`src/rtl/alu_seq_if.sv`:
```
// Operation handshake between a requester and alu_seq: start/op/operands in,
// registered result, flags, busy and done out.
interface alu_seq_if #(
    parameter int DATA_WIDTH = 16
);
    logic                  alu_start;
    logic [2:0]            alu_op;
    logic [DATA_WIDTH-1:0] operand_a_in;
    logic [DATA_WIDTH-1:0] operand_b_in;
    logic [DATA_WIDTH-1:0] alu_result_out;
    logic                  zero_indicator_out;
    logic                  signal_bit_out;
    logic                  alu_busy;
    logic                  alu_done;

    modport master (
        output alu_start, alu_op, operand_a_in, operand_b_in,
        input  alu_result_out, zero_indicator_out, signal_bit_out, alu_busy, alu_done
    );

    modport slave (
        input  alu_start, alu_op, operand_a_in, operand_b_in,
        output alu_result_out, zero_indicator_out, signal_bit_out, alu_busy, alu_done
    );
endinterface

```
`src/rtl/alu_seq.sv`:
```
// Sequential ALU: single-cycle logic/arithmetic ops, optional shift-add multiplier.
// Define ALU_MUL_EN to build the MUL state for op 111; otherwise op 111 returns 0.
module alu_seq #(
    parameter int DATA_WIDTH = 16
) (
    input  logic       clock,
    input  logic       alu_reset,
    alu_seq_if.slave   bus
);
    localparam int SH_W = $clog2(DATA_WIDTH);

    typedef logic [DATA_WIDTH-1:0] word_t;

`ifdef ALU_MUL_EN
    typedef enum logic [1:0] {IDLE, EXEC, MUL} state_t;
`else
    typedef enum logic [0:0] {IDLE, EXEC} state_t;
`endif

    state_t      state_q, state_d;
    logic        accept, finish;
    word_t       result_d;
    logic [2:0]  op_p0;
    word_t       a_p0, b_p0;

`ifdef ALU_MUL_EN
    word_t           acc_p0;
    logic [SH_W-1:0] cnt;
`endif

    function automatic word_t alu_eval(input logic [2:0] op, input word_t a, input word_t b);
        case (op)
            3'b000:  return a + b;
            3'b001:  return a - b;
            3'b010:  return a & b;
            3'b011:  return a | b;
            3'b100:  return a ^ b;
            3'b101:  return ~a;
            3'b110:  return a << b[SH_W-1:0];
            default: return '0;
        endcase
    endfunction

    function automatic word_t mul_step(input word_t acc, input word_t mcand, input logic mbit);
        return mbit ? acc + mcand : acc;
    endfunction

    always_ff @(posedge clock or posedge alu_reset) begin
        if (alu_reset) state_q <= IDLE;
        else           state_q <= state_d;
    end

    always_comb begin
        state_d  = state_q;
        accept   = 1'b0;
        finish   = 1'b0;
        result_d = alu_eval(op_p0, a_p0, b_p0);
        case (state_q)
            IDLE: begin
                if (bus.alu_start) begin
                    accept  = 1'b1;
                    state_d = EXEC;
`ifdef ALU_MUL_EN
                    if (bus.alu_op == 3'b111) state_d = MUL;
`endif
                end
            end
            EXEC: begin
                finish  = 1'b1;
                state_d = IDLE;
            end
`ifdef ALU_MUL_EN
            // Last iteration folds its partial product straight into the result.
            MUL: begin
                if (cnt == '0) begin
                    finish   = 1'b1;
                    state_d  = IDLE;
                    result_d = mul_step(acc_p0, a_p0, b_p0[0]);
                end
            end
`endif
            default: state_d = IDLE;
        endcase
    end

    assign bus.alu_busy = (state_q != IDLE);

    // Operand latch; during MUL A shifts left as multiplicand, B right as multiplier.
    always_ff @(posedge clock) begin
        if (accept) begin
            op_p0 <= bus.alu_op;
            a_p0  <= bus.operand_a_in;
            b_p0  <= bus.operand_b_in;
`ifdef ALU_MUL_EN
            acc_p0 <= '0;
`endif
        end
`ifdef ALU_MUL_EN
        else if (state_q == MUL) begin
            acc_p0 <= mul_step(acc_p0, a_p0, b_p0[0]);
            a_p0   <= a_p0 << 1;
            b_p0   <= b_p0 >> 1;
        end
`endif
    end

    always_ff @(posedge clock or posedge alu_reset) begin
        if (alu_reset) begin
            bus.alu_result_out     <= '0;
            bus.zero_indicator_out <= 1'b0;
            bus.signal_bit_out     <= 1'b0;
            bus.alu_done           <= 1'b0;
`ifdef ALU_MUL_EN
            cnt                    <= '0;
`endif
        end else begin
            bus.alu_done <= finish;
            if (finish) begin
                bus.alu_result_out     <= result_d;
                bus.zero_indicator_out <= (result_d == '0);
                bus.signal_bit_out     <= result_d[DATA_WIDTH-1];
            end
`ifdef ALU_MUL_EN
            if (accept)
                cnt <= SH_W'(DATA_WIDTH - 1);
            else if (state_q == MUL && cnt != '0)
                cnt <= cnt - 1'b1;
`endif
        end
    end
endmodule

```
`src/flat_wrapper.sv`:
```
// flat-port wrapper written by rule: the top's interface ports become plain ports
module alu_seq_flat 
#(
    parameter int DATA_WIDTH = 16
)
  (clock, alu_reset, bus_alu_start, bus_alu_op, bus_operand_a_in, bus_operand_b_in, bus_alu_result_out, bus_zero_indicator_out, bus_signal_bit_out, bus_alu_busy, bus_alu_done);
  alu_seq_if #(.DATA_WIDTH(DATA_WIDTH)) bus_i ();
  input  logic clock;
  input  logic alu_reset;
  input wire logic [$bits(bus_i.alu_start)-1:0] bus_alu_start;
  input wire logic [$bits(bus_i.alu_op)-1:0] bus_alu_op;
  input wire logic [$bits(bus_i.operand_a_in)-1:0] bus_operand_a_in;
  input wire logic [$bits(bus_i.operand_b_in)-1:0] bus_operand_b_in;
  output wire logic [$bits(bus_i.alu_result_out)-1:0] bus_alu_result_out;
  output wire logic [$bits(bus_i.zero_indicator_out)-1:0] bus_zero_indicator_out;
  output wire logic [$bits(bus_i.signal_bit_out)-1:0] bus_signal_bit_out;
  output wire logic [$bits(bus_i.alu_busy)-1:0] bus_alu_busy;
  output wire logic [$bits(bus_i.alu_done)-1:0] bus_alu_done;
  assign bus_i.alu_start = bus_alu_start;
  assign bus_i.alu_op = bus_alu_op;
  assign bus_i.operand_a_in = bus_operand_a_in;
  assign bus_i.operand_b_in = bus_operand_b_in;
  assign bus_alu_result_out = bus_i.alu_result_out;
  assign bus_zero_indicator_out = bus_i.zero_indicator_out;
  assign bus_signal_bit_out = bus_i.signal_bit_out;
  assign bus_alu_busy = bus_i.alu_busy;
  assign bus_alu_done = bus_i.alu_done;
  alu_seq #(.DATA_WIDTH(DATA_WIDTH)) u_core (.clock(clock), .alu_reset(alu_reset), .bus(bus_i));
endmodule
```
`config.mk`:
```
export PLATFORM = sky130hd
export DESIGN_NAME = alu_seq_flat
export DESIGN_NICKNAME = d
export VERILOG_FILES = /design/src/rtl/alu_seq_if.sv /design/src/rtl/alu_seq.sv /design/src/flat_wrapper.sv
export SDC_FILE = /design/constraint.sdc
export NUM_CORES = 1
export LEC_CHECK = 0
export ABC_CLOCK_PERIOD_IN_PS = 4790
export CAP_MARGIN = 40
export CORE_MARGIN = 1
export CORE_UTILIZATION = 55
export CTS_CLUSTER_DIAMETER = 200
export DETAILED_ROUTE_END_ITERATION = 6
export PLACE_DENSITY_LB_ADDON = 0.12
export SETUP_SLACK_MARGIN = 0.15
export SLEW_MARGIN = 10
export SYNTH_ARGS = -nofsm -noshare
export SYNTH_HDL_FRONTEND = slang
export SYNTH_SLANG_ARGS = --single-unit
```
`constraint.sdc`:
```
create_clock -name clock -period 4.79 [get_ports clock]
set_clock_uncertainty 0.05 [all_clocks]
set_input_delay 0.7185 -clock clock [delete_from_list [all_inputs] [get_ports clock]]
set_output_delay 0.7185 -clock clock [all_outputs]
set_load 0.01 [all_outputs]
```
==> metrics.md <==
| Metric | Value |
|---|---|
| Nets | 629 |
| Post-DP Area | 0.00548 sq mm |
| Post-Syn Nets | 579 |
| Final period utilization | 88.0% |
| Die W | 95.2 um |
| MaxCap Viol Count | 0 |
| Worst rel slew slack | 49.2% |
| Vert. Die Dim | 95.2 um |
| Core box area | 0.00830 sq mm |
| Maximum vdd drop | 0.148 mV |
| Synth-to-Final Area Change | 16.4% |
| Setup bufs post-CTS | 0 |
| Register-to-register setup slack | 580 ps |
| Final GP Congestion | 0.981 |
| Final setup fails | 0 |
| Power Density | 254 mW/mm^2 |
| Clk sinks | 54 |
| Synth warn | 0 |
| Total track usage | 32.9% |
| Final instance area | 0.00556 sq mm |
| Via count | 4,271 |
| Synth cell count leaders | ha_1 (49), inv_1 (36), edfxtp_1 (35) |
| Total Wirelength | 14,300 um |
| Status | complete, no violations |
| H-tree depth | 2 |
| Ant diodes | 0 |
| Post-DP HPWL | 11,200 um |
| DR vias/cell | 6.60 |
| Remaining DRCs | 0 |
| Reg area | 0.00153 sq mm |
| CTS clk-pin slew, worst paths | 110 ps |
| Wire per inst | 22.1 um |
| Hold Path Class | reg -> reg |
| Least-Margin Pin Slew | 761 ps |
| Synth top area share | 22.0% |
| Detailed router's first-iteration violation count | 352 |
| Async SR Flop Fraction | 35.2% |
| Global-route wire length before repair | 21,900 um |
| Setup CP Type | reg -> reg |
| Vias in the first global route | 4,060 |
| CP Launch Type | register |
| Synth top area cells | edfxtp_1 (22%), ha_1 (13%), dfrtp_1 (9.9%), xnor2_1 (3.8%), mux2i_1 (3.8%) |
| Synthesized instance count | 491 |
| CTS tree | done |
| EDFF count, synth | 35 |
| CP Data Arrival Time | 4390 ps |
| Port Buf Inserts | 57 |
| Cell taking the most area after synthesis | edfxtp_1 |
| Final TNS setup | 0 ps |
| Post_cts resized | 0 |
| CTS max path bufs | 2 |
| Initial core utilization | 57.6% |
| Pin count of the biggest net entering global routing | 34 |
| Leak | 0.00230 uW |
| Fill cells | 661 |
| CTS root buffer | clkbuf_8 |
| Max-slew violation count | 0 |
| Hold Buf Count CTS | 0 |
| Worst endpoint required time | 4960 ps |
| Initial antenna violation count | 0 |
| Fmax | 237 MHz |
| Synth Cell Area | 0.00478 sq mm |
| Multi-input logic area | 0.00300 sq mm |
| Main synth FF type | edfxtp_1 |
| Synth unique cells | 67 |
| Die area | 0.00907 sq mm |
| Io pins | 58 |
| Final hold vios | 0 |
| Yosys reg bits | 54 |
| Seq/Total Area, Yosys | 31.9% |
| Crit-path max FO | 14 |
| FP Rows | 33 |
| Minimum clock period | 4210 ps |
| RSZ-0062 raised after global routing | no |
| DR pass1 iterations | 6 |
| CTS buffer count | 5 |
| Most frequent cell after synthesis | ha_1 |
| Worst skew pair latency | 310 ps |
| Fraction of layout cells with a size suffix above 1 | 8.67% |
| Syn Area/Cell | 9.73 sq um |
| CP Capture Type | register |
| Final ANT Viol Nets | 0 |
| GRT Residual Overflow | 0 |
==> through the flow <==
step / std cells / setup slack, ps / util (%) / total power [uW] / hold WS, ps
final: 647 / 577 / 67.0 / 1410 / 450
after global routing: 647 / 390 / 67.0 / 1480 / 496
after CTS: 647 / 616 / 67.0 / 1410 / 454
after detailed placement: 639 / 625 / 66.0 / 1150 / 430
after global placement: 637 / 681 / 65.6 / 1130 / 425
after floorplan: 491 / 1050 / - / 935 / 444
==> flip-flops by register name, indices dropped and copies added, names as in the netlist <==
| name | cells |
|---|---|
| u_core.bus.alu_busy | 1 |
| u_core.bus.alu_done | 1 |
| u_core.op_p0 | 3 |
| u_core.a_p0 | 16 |
| u_core.b_p0 | 16 |
| u_core.bus.zero_indicator_out | 1 |
| u_core.bus.alu_result_out | 16 |
==> placed cells by master, fill, tap and decap left out, types with 19 or more instances in the layout <==
cell type	instances
ha_1	49
dfrtp_1	19
inv_1	37
a21oi_1	32
nor2_1	31
xnor2_1	21
clkdlybuf4s50_1	57
nand2_1	29
edfxtp_1	35
o21ai_0	25
==> per-layer routing <==
| metal | part of all wire [%] | vias to the layer above | GRT usage (%) | routed length, um |
|---|---|---|---|---|
| met1 | 42 | 2042 | 43.5 | 5990 |
| met4 | 4.0 | 0 | 14.0 | 573 |
| met3 | 9.2 | 42 | 5.82 | 1310 |
| li1 | - | 1947 | - | - |
| met2 | 45 | 240 | 52.9 | 6440 |
| met5 | 0 | - | 0 | 0 |
==> kinds of logic after synthesis <==
family	after synthesis	synth area share, %
AOI/OAI and AO/OA	139	19.7
and+or+nand+nor	115	12.0
buffers and inverters	64	5.47
DFF	54	31.9
adders and majority gates	50	13.2
muxes	45	13.2
xor gates and xnor gates	24	4.40
==> critical path: stages, from the launching register on <==
cell and delay [ps]:
edfxtp_1 550, or2_2 490, nor2_1 400, a31oi_1 100, xnor2_1 160, ha_1 360, a21o_1 240, or3_1 370
o211ai_1 350, mux2i_1 250, o211ai_1 120, nor3_1 210, nand4_1 130, o41ai_2 350
==> report_power, final <==
part	internal, uW	switching (uW)	total, uW	leakage, uW
sequential	552	52.5	604	0.000565
combinational	264	280	544	0.00169
clock	104	161	265	0.0000503
total	920	494	1410	0.00230
==> final cells by class <==
cell class              instances  area share [%]
multi-input cells             373            53.9
flip-flops and latches         54            27.4
repair buffers                 68            12.1
inverters                      39            2.63
well taps                     105            2.36
clock buffers                   5            1.24
clock inverters                 3           0.337
==> worst paths after layout <==
check / from / endpoint / depth (start not counted)
min reg2reg: u_core.bus.alu_result_out[0]$_DFFE_PP0P_ / u_core.bus.alu_result_out[0]$_DFFE_PP0P_ / 2
max in group asynchronous: alu_reset / u_core.bus.alu_result_out[0]$_DFFE_PP0P_ / 2
min in group asynchronous: alu_reset / u_core.bus.alu_busy$_DFF_PP0_ / 2
min: u_core.bus.alu_result_out[0]$_DFFE_PP0P_ / u_core.bus.alu_result_out[0]$_DFFE_PP0P_ / 2
max reg2reg: u_core.op_p0[1]$_DFFE_PP_ / u_core.bus.zero_indicator_out$_DFFE_PP0P_ / 13
max: u_core.op_p0[1]$_DFFE_PP_ / u_core.bus.zero_indicator_out$_DFFE_PP0P_ / 13
(Power assumes the default switching activity.)
